[src/rtl/vx_vpu_states_table_pkg.sv]
// Shared types and constants for the VPU-states table.
//  vpu_vtype_t      : {vill, vma, vta, vsew[2:0], vlmul[2:0]}
//  vpu_states_t     : {vl, vtype}, the per-warp architectural vector configuration
//  VPU_STATES_RESET : vl=0, vill=1, every other vtype field 0
//  nw_width()       : warp-id width, never narrower than one bit
//  cnt_width()      : width of a counter that must reach max_pending
package vx_vpu_states_table_pkg;

  localparam int VLEN    = 256;
  // vl can reach VLMAX = VLEN (LMUL=8, SEW=8), so one more bit than log2(VLEN).
  localparam int VL_BITS = $clog2(VLEN) + 1;

  typedef struct packed {
    logic       vill;
    logic       vma;
    logic       vta;
    logic [2:0] vsew;
    logic [2:0] vlmul;
  } vpu_vtype_t;

  typedef struct packed {
    logic [VL_BITS-1:0] vl;
    vpu_vtype_t         vtype;
  } vpu_states_t;

  localparam int VPU_STATES_W = $bits(vpu_states_t);

  localparam vpu_states_t VPU_STATES_RESET = '{
    vl:    '0,
    vtype: '{vill: 1'b1, vma: 1'b0, vta: 1'b0, vsew: 3'd0, vlmul: 3'd0}
  };

  function automatic int nw_width(input int num_warps);
    return (num_warps > 1) ? $clog2(num_warps) : 1;
  endfunction

  function automatic int cnt_width(input int max_pending);
    return $clog2(max_pending + 1);
  endfunction

endpackage

[src/rtl/vx_vpu_states_table_if.sv]
// VPU-states write-back interface: the VPU (master) pushes a new {vl, vtype}
// for one warp; the states table (slave) always accepts, so there is no ready.
//  st_valid : update valid this cycle
//  st_wid   : warp being updated
//  st_data  : new vpu_states_t
interface vx_vpu_states_table_if
  import vx_vpu_states_table_pkg::*;
#(
  parameter int NUM_WARPS = 8
) ();

  localparam int NW_WIDTH = nw_width(NUM_WARPS);

  logic                st_valid;
  logic [NW_WIDTH-1:0] st_wid;
  vpu_states_t         st_data;

  modport master (output st_valid, output st_wid, output st_data);
  modport slave  (input  st_valid, input  st_wid, input  st_data);

endinterface

[src/rtl/vx_vpu_pend_counter.sv]
// Saturating up/down counter of in-flight vsetvl* ops for one warp.
//  inc        : a vsetvl* was issued
//  dec        : its state update came back
//  count      : registered count
//  count_next : value count takes at the coming edge
//  ovf / udf  : one-cycle flags for an increment at MAX_PENDING or a decrement at zero
// Increment and decrement in the same cycle cancel, and neither error flag fires
// in that case, even at the limits.
module vx_vpu_pend_counter
  import vx_vpu_states_table_pkg::*;
#(
  parameter  int MAX_PENDING = 3,
  localparam int CW          = cnt_width(MAX_PENDING)
) (
  input  logic          clk,
  input  logic          reset_n,
  input  logic          inc,
  input  logic          dec,
  output logic [CW-1:0] count,
  output logic [CW-1:0] count_next,
  output logic          ovf,
  output logic          udf
);

  localparam logic [CW-1:0] MAX_CNT = CW'(MAX_PENDING);

  always_comb begin
    // NOTE: every output gets a default first so no path leaves it unassigned (no latch).
    count_next = count;
    ovf        = 1'b0;
    udf        = 1'b0;
    unique case ({inc, dec})
      2'b10: begin
        if (count == MAX_CNT) ovf = 1'b1;
        else                  count_next = count + 1'b1;
      end
      2'b01: begin
        if (count == '0) udf = 1'b1;
        else             count_next = count - 1'b1;
      end
      default: ;
    endcase
  end

  always_ff @(posedge clk or negedge reset_n) begin
    // NOTE: state is updated with non-blocking assignments so every flop samples pre-edge values.
    if (!reset_n) count <= '0;
    else          count <= count_next;
  end

endmodule

[src/rtl/vx_vpu_states_table.sv]
// Per-warp vector configuration table beside the issue stage.
//  clk, reset_n     : clock, asynchronous active-low reset
//  st_if (slave)    : {vl, vtype} write-back from the VPU, always accepted
//  cfg_issue_valid/
//  cfg_issue_wid    : a vsetvl* was issued for this warp (pending count up)
//  rd_req_valid/
//  rd_req_wid       : read a warp's state; answered exactly one cycle later
//  rd_rsp_valid     : response valid
//  rd_rsp_data      : state after the request cycle's write (write-first bypass),
//                     holds its last value while idle
//  rd_rsp_pending   : warp's pending count was nonzero after the request cycle
//  pending_mask     : bit w set while warp w has a vsetvl* in flight
//  err_overflow     : sticky, an issue arrived at MAX_PENDING
//  err_underflow    : sticky, an update arrived with nothing pending
// Warp ids at or beyond NUM_WARPS never match an entry: updates and issues to
// them are dropped and reads return VPU_STATES_RESET with pending clear.
module vx_vpu_states_table
  import vx_vpu_states_table_pkg::*;
#(
  parameter  int NUM_WARPS   = 8,
  parameter  int MAX_PENDING = 3,
  localparam int NW_WIDTH    = nw_width(NUM_WARPS),
  localparam int CW          = cnt_width(MAX_PENDING)
) (
  input  logic                 clk,
  input  logic                 reset_n,
  vx_vpu_states_table_if.slave st_if,
  input  logic                 cfg_issue_valid,
  input  logic [NW_WIDTH-1:0]  cfg_issue_wid,
  input  logic                 rd_req_valid,
  input  logic [NW_WIDTH-1:0]  rd_req_wid,
  output logic                 rd_rsp_valid,
  output vpu_states_t          rd_rsp_data,
  output logic                 rd_rsp_pending,
  output logic [NUM_WARPS-1:0] pending_mask,
  output logic                 err_overflow,
  output logic                 err_underflow
);

  vpu_states_t          states     [NUM_WARPS];
  logic [CW-1:0]        count      [NUM_WARPS];
  logic [CW-1:0]        count_next [NUM_WARPS];
  logic [NUM_WARPS-1:0] st_sel;
  logic [NUM_WARPS-1:0] is_sel;
  logic [NUM_WARPS-1:0] ovf;
  logic [NUM_WARPS-1:0] udf;

  // One-hot decode per warp; an out-of-range id simply selects nothing.
  for (genvar w = 0; w < NUM_WARPS; w++) begin : g_warp
    assign st_sel[w] = st_if.st_valid   && (st_if.st_wid  == NW_WIDTH'(w));
    assign is_sel[w] = cfg_issue_valid  && (cfg_issue_wid == NW_WIDTH'(w));

    vx_vpu_pend_counter #(
      .MAX_PENDING (MAX_PENDING)
    ) u_pend (
      .clk        (clk),
      .reset_n    (reset_n),
      .inc        (is_sel[w]),
      .dec        (st_sel[w]),
      .count      (count[w]),
      .count_next (count_next[w]),
      .ovf        (ovf[w]),
      .udf        (udf[w])
    );

    assign pending_mask[w] = (count[w] != '0);
  end

  // NOTE: the state array is plain flops and is reset, because reads right after reset must see vill=1.
  always_ff @(posedge clk or negedge reset_n) begin
    if (!reset_n) begin
      for (int w = 0; w < NUM_WARPS; w++) states[w] <= VPU_STATES_RESET;
    end else begin
      for (int w = 0; w < NUM_WARPS; w++) begin
        if (st_sel[w]) states[w] <= st_if.st_data;
      end
    end
  end

  // Read mux with write-first bypass; pending comes from the post-edge count.
  vpu_states_t rd_data_d;
  logic        rd_pend_d;

  always_comb begin
    rd_data_d = VPU_STATES_RESET;
    rd_pend_d = 1'b0;
    for (int w = 0; w < NUM_WARPS; w++) begin
      if (rd_req_wid == NW_WIDTH'(w)) begin
        rd_data_d = st_sel[w] ? st_if.st_data : states[w];
        rd_pend_d = (count_next[w] != '0);
      end
    end
  end

  always_ff @(posedge clk or negedge reset_n) begin
    if (!reset_n) begin
      rd_rsp_valid   <= 1'b0;
      rd_rsp_data    <= '0;
      rd_rsp_pending <= 1'b0;
      err_overflow   <= 1'b0;
      err_underflow  <= 1'b0;
    end else begin
      rd_rsp_valid <= rd_req_valid;
      if (rd_req_valid) begin
        rd_rsp_data    <= rd_data_d;
        rd_rsp_pending <= rd_pend_d;
      end
      err_overflow  <= err_overflow  | (|ovf);
      err_underflow <= err_underflow | (|udf);
    end
  end

endmodule

[src/flat_wrapper.sv]
// flat-port wrapper written by rule: the top's interface ports become plain ports
module vx_vpu_states_table_flat import vx_vpu_states_table_pkg::*;
#(
  parameter  int NUM_WARPS   = 8,
  parameter  int MAX_PENDING = 3,
  localparam int NW_WIDTH    = nw_width(NUM_WARPS),
  localparam int CW          = cnt_width(MAX_PENDING)
)
  (clk, reset_n, cfg_issue_valid, cfg_issue_wid, rd_req_valid, rd_req_wid, rd_rsp_valid, rd_rsp_data, rd_rsp_pending, pending_mask, err_overflow, err_underflow, st_if_st_valid, st_if_st_wid, st_if_st_data);
  vx_vpu_states_table_if #(.NUM_WARPS(NUM_WARPS)) st_if_i ();
  input  logic clk;
  input  logic reset_n;
  input  logic cfg_issue_valid;
  input  logic [NW_WIDTH-1:0] cfg_issue_wid;
  input  logic rd_req_valid;
  input  logic [NW_WIDTH-1:0] rd_req_wid;
  output logic rd_rsp_valid;
  output vpu_states_t rd_rsp_data;
  output logic rd_rsp_pending;
  output logic [NUM_WARPS-1:0] pending_mask;
  output logic err_overflow;
  output logic err_underflow;
  input wire logic [$bits(st_if_i.st_valid)-1:0] st_if_st_valid;
  input wire logic [$bits(st_if_i.st_wid)-1:0] st_if_st_wid;
  input wire logic [$bits(st_if_i.st_data)-1:0] st_if_st_data;
  assign st_if_i.st_valid = st_if_st_valid;
  assign st_if_i.st_wid = st_if_st_wid;
  assign st_if_i.st_data = st_if_st_data;
  vx_vpu_states_table #(.NUM_WARPS(NUM_WARPS), .MAX_PENDING(MAX_PENDING)) u_core (.clk(clk), .reset_n(reset_n), .st_if(st_if_i), .cfg_issue_valid(cfg_issue_valid), .cfg_issue_wid(cfg_issue_wid), .rd_req_valid(rd_req_valid), .rd_req_wid(rd_req_wid), .rd_rsp_valid(rd_rsp_valid), .rd_rsp_data(rd_rsp_data), .rd_rsp_pending(rd_rsp_pending), .pending_mask(pending_mask), .err_overflow(err_overflow), .err_underflow(err_underflow));
endmodule
[config.mk]
export PLATFORM = sky130hd
export DESIGN_NAME = vx_vpu_states_table_flat
export DESIGN_NICKNAME = d
export VERILOG_FILES = /design/src/rtl/vx_vpu_states_table_pkg.sv /design/src/rtl/vx_vpu_states_table_if.sv /design/src/rtl/vx_vpu_pend_counter.sv /design/src/rtl/vx_vpu_states_table.sv /design/src/flat_wrapper.sv
export SDC_FILE = /design/constraint.sdc
export NUM_CORES = 1
export LEC_CHECK = 0
export CAP_MARGIN = 5
export CORE_ASPECT_RATIO = 0.7
export CORE_MARGIN = 2
export CORE_UTILIZATION = 44
export DETAILED_ROUTE_END_ITERATION = 8
export PLACE_DENSITY = 0.77
export SKIP_CTS_REPAIR_TIMING = 1
export SLEW_MARGIN = 5
export SYNTH_ARGS = -nofsm -noshare
export SYNTH_HDL_FRONTEND = slang
export SYNTH_HIERARCHICAL = 1
export SYNTH_SLANG_ARGS = --single-unit
[constraint.sdc]
create_clock -name clk -period 1.68 [get_ports clk]
set_input_delay 0.336 -clock clk [delete_from_list [all_inputs] [get_ports clk]]
set_output_delay 0.336 -clock clk [all_outputs]
set_load 0.02 [all_outputs]
## Yosys cells after proc, flatten, opt, wreduce, memory -nomap -nowiden

Index checks and enable logic that the tools add are counted.

- Bits in registers: 182
- Bits in latches: 0
- RAM bits: 0
- ROM bits: 0
- Input bits: 32
- Word-level logic and storage cells: 254
- Memories kept: 0

- $add $sub $neg: 16
- $mul: 0
- Divide/modulo/power cells: 0
- $lt $le $gt $ge: 0
- Equality and inequality tests: 45
- Shifts and indexed selects: 0
- Mux-type cells: 80
- Bitwise gates (word level): 2
- Reduce and logical (&&, ||, !) cells: 45

Operators with widths:

| cell | number |
|---|---|
| two-way mux 18 bit | 16 |
| two-way mux 1 bit | 40 |
| == test 3 bit (second input constant) | 12 |
| == test 2 bit (second input constant) | 16 |
| two-way mux 2 bit | 16 |
| case mux 2 bit (2 select lines) | 8 |
| nonzero test 2 bit | 16 |
| == test 3 x 2 -> 1 bit (second input constant) | 6 |
| adder 2 x 1 -> 2 bit (second input constant) | 8 |
| == test 2 x 1 -> 1 bit (second input constant) | 8 |
| logical AND 1 bit | 16 |
| logical NOT 2 bit | 8 |
| OR reduction 8 bit | 2 |
| subtractor 2 x 1 -> 2 bit (second input constant) | 8 |
| == test 3 x 1 -> 1 bit (second input constant) | 3 |
| logical NOT 3 bit | 3 |
| bitwise OR 1 bit | 2 |

## Depth between registers and ports, before layout

- Depth after elaboration: 13
- Depth in mapped cells: 12

## Hierarchy

Netlist, hierarchy kept.

By module, submodules not included:

| module | times used | cells each | area an instance (um^2) | sequential area each (um^2) |
|---|---|---|---|---|
| vx_vpu_states_table | 1 | 622 | 7641.1 | 4164.0 |
| vx_vpu_pend_counter | 8 | 17 | 142.6 | 50.0 |

## Worst setup path after synthesis

OpenSTA, ideal clock, no wires.

- Kind: input-to-reg
- Start: input port st_if_st_wid[1]
- End: register u_core.rd_rsp_pending
- Setup time: 148 ps
- Data arrival time: 2532 ps
- Required time: 1532 ps
- Setup slack: -1000 ps
- Stages: 11
- Path through: nor4b_1 > buf_2 > buf_4 > inv_1 > ha_1 > o21ai_0 > o21ai_1 > or4_1 > o311a_1 > o311ai_0 > o221ai_1

RTL lines:

| item | RTL line | source |
|---|---|---|
| start, declared | flat_wrapper.sv:24 | `input wire logic [$bits(st_if_i.st_wid)-1:0] st_if_st_wid;` |
| end signal, assigned | vx_vpu_states_table.sv:106 | `rd_rsp_pending <= rd_pend_d;` |
| end, declared | vx_vpu_states_table.sv:34 | `output logic rd_rsp_pending,` |

==> reports/metrics.yaml <==
yosys:
  synth_cell_types: 50
  synth_top_area_share_pct: 49.6
  synth_area_leaders: "dfrtp_1 (50%), mux2_2 (13%), mux2i_1 (4.1%)"
  synth_fp_nets: 806
  yosysTopAreaCell: "dfrtp_1"
  yosys_warnings: 6
  synth_edf_count: 0
  synth_area_mm2: 0.00878
  synth_seq_cells: 182
  syn_inst: 758
  ys.flop_type: "dfrtp_1"
  syn_avg_cell_area_um2: 11.6
  synth-seq-area-share_pct: 52.0
  synthArstFlopShare_pct: 100
sta:
  grt_setup_unrepaired: "true"
  finalHoldViolations: 0
  drv_slew: 0
  fmax_ghz: 0.446
  setup_violations: 20
  fin_worst_skew_ns: 0.0110
  max-slew-margin-rel_pct: 75.2
  final.setup.worst_slack_ns: -0.564
  post-route-period-util_pct: 134
  tightest_slew_ns: 0.372
  finalCriticalPeriod_ns: 2.24
critical_path:
  crit_path_max_incr_delay_ns: 0.50
  cp-end-kind: "register"
  reg2reg_from: "u_core/g_warp[0].u_pend/count[1]"
  worstReg2RegEnd: "u_core/rd_rsp_pending"
  critPathKind: "input pin to register"
  worstPathCellList: "buf_6, nand2b_4, nor3_4, inv_2, ha_4, inv_2, a22oi_2, o21ai_2, or4_1, o311a_1, o311ai_1, o221ai_1"
  slowest_stage: "or4_1"
  worst-path-max-fanout: 3
  crit_top_cell: "inv_2"
  cp_data_arrival_time_ns: 2.54
  rrSetupSlack_ns: -0.28
  r2r_cells: 6
  critPathLaunchType: "input pin"
  critPathRequiredTime_ns: 1.97
cells_and_area:
  areaGrowthSynthToFinish_pct: 32.6
  final_cell_mix: "dfrtp_1 (170), buf_4 (98), mux2_2 (89)"
  seq_area_mm2: 0.00457
  nets: 973
  final_layout_size_suffix_gt1_share_pct: 36.6
  final_area_mm2: 0.0116
  n_antenna_cell: 0
  final_common_cell: "dfrtp_1"
  nFillCells: 1598
  multiInputGateArea_mm2: 0.00400
floorplanning:
  initial_core_util_pct: 44.6
  core_mm2: 0.0197
  die-area_mm2: 0.0211
  die_h_um: 122
  row_count: 43
  io_pins: 62
  dieWidth_um: 173
clock_tree:
  cts_buffer_depth: 2
  clock_sinks: 182
  clkTransAtPathRegs_ns: 0.07
  cts_buffers: 17
  ctsRootBufferMaster: "clkbuf_16"
  htree_levels: 4
  cts_tree: "yes"
  worstSkewPairLatency_ns: 0.44
global_routing:
  grt_overflow: 0
  first_global_vias: 6849
  grtUsageTotal_pct: 23.3
  antenna_found_initial: 0
  grt_max_degree: 51
  grt_pass1_wl_mm: 37.8
detailed_routing:
  ant_nets: 0
  num_vias: 6794
  firstDrtPassIters: 5
  wl_per_cell_um: 20.4
  drc: 0
  vias_per_cell: 5.62
  drtIter0Drc: 597
  drt-total-wl_mm: 24.6
job:
  drv_cap: 0
outcome:
  status: "finished with violations"
  violations: "negative setup slack"
place:
  place.gp.congestion: 0.838
  dp_hpwl_mm: 16.1
  io_buffers: 61
  dpl_cell_area_mm2: 0.0106
  pre_cts_ws_ns: -1.39
power:
  p_leak_nw: 5.94
  vdd_drop_max_v: 0.000678
  powerDensity_mw_per_mm2: 1080
worst_hold_path:
  min_path_type: "input pin to asynchronous set/reset pin"
kinds of logic (layout without fill, tap and decap cells):
kind of cell,Yosys count,after routing,share of synthesized area [%]
muxes,145,145,18.3
and+or+nand+nor,138,138,8.61
AOI/OAI and AO/OA,163,163,13.4
buffers and inverters,114,294,5.50
DFF,182,182,52.0
adders and majority gates,16,16,2.28
stage by stage:
stage                     instances  hold WS (ns)  total power [mW]  utilization [%]  TNS, ns
after detailed placement       1161         0.261              8.36             53.7   -94.38
final                          1208         0.374              12.6             59.2    -4.42
after global placement         1161         0.259              8.22             53.7   -89.64
after global routing           1208         0.399              13.1             59.2    -5.10
after CTS                      1193        -0.201              12.5             56.7   -24.95
after floorplan                 758        0.0404              7.17                -    -3.76
routing by layer:
layer	vias up	wire, um	GRT usage [%]
met5	-	0	0
met4	0	310	5.14
met3	33	1830	5.27
met2	249	11300	36.4
met1	3455	11200	33.5
li1	3057	-	-
power by group:
part,total (mW),internal (mW),switching (mW)
combinational,2.84,1.45,1.39
sequential,5.60,5.30,0.301
clock,4.16,2.38,1.78
total,12.6,9.12,3.47
state kept, by name, indices dropped and copies added, names as in the netlist:
register / count
u_core/err_overflow: 1
u_core/err_underflow: 1
u_core/g_warp.u_pend/count: 16
u_core/rd_rsp_data: 18
u_core/rd_rsp_pending: 1
u_core/rd_rsp_valid: 1
u_core/states: 144
how the worst max path moves through the flow:
stage	startpoint	to
after floorplan	cfg_issue_wid[2]	u_core/rd_rsp_pending
after global placement	cfg_issue_wid[2]	u_core/rd_rsp_pending
after detailed placement	cfg_issue_wid[2]	u_core/rd_rsp_pending
after CTS	cfg_issue_wid[2]	u_core/rd_rsp_pending
after global routing	cfg_issue_wid[2]	u_core/rd_rsp_pending
final	cfg_issue_wid[2]	u_core/rd_rsp_pending
critical path: cells and delay by family:
kind                     cells  cell delay [ns]
adder cells (fa/ha/maj)      1             0.28
AO/OA/AOI/OAI                5             0.83
AND/OR/NAND/NOR              3             0.89
buffers and inverters        3             0.20
cell usage after synthesis (all sizes together), types with 4 or more instances:
cell type	instances
nor2	13
a21oi	35
a22o	13
a41o	13
a22oi	27
o21ai	21
nand2	47
nand3	4
or2	8
mux2i	36
dfrtp	174
mux2	109
o22ai	9
and3	10
buf	21
clkbuf	18
nand2b	20
nor3b	8
dfstp	8
nor2b	4
a211o	17
ha	16
o221ai	17
o31ai	4
nor3	7
inv	74
area by class of cell:
class,instances,area share [%]
Sequential cell,182,39.2
Clock buffer,20,3.75
Timing Repair Buffer,187,16.0
Tap cell,270,2.90
Multi-Input combinational cell,462,34.3
Clock inverter,12,1.44
Inverter,75,2.42
No activity file was read; power rests on OpenSTA's default activity.
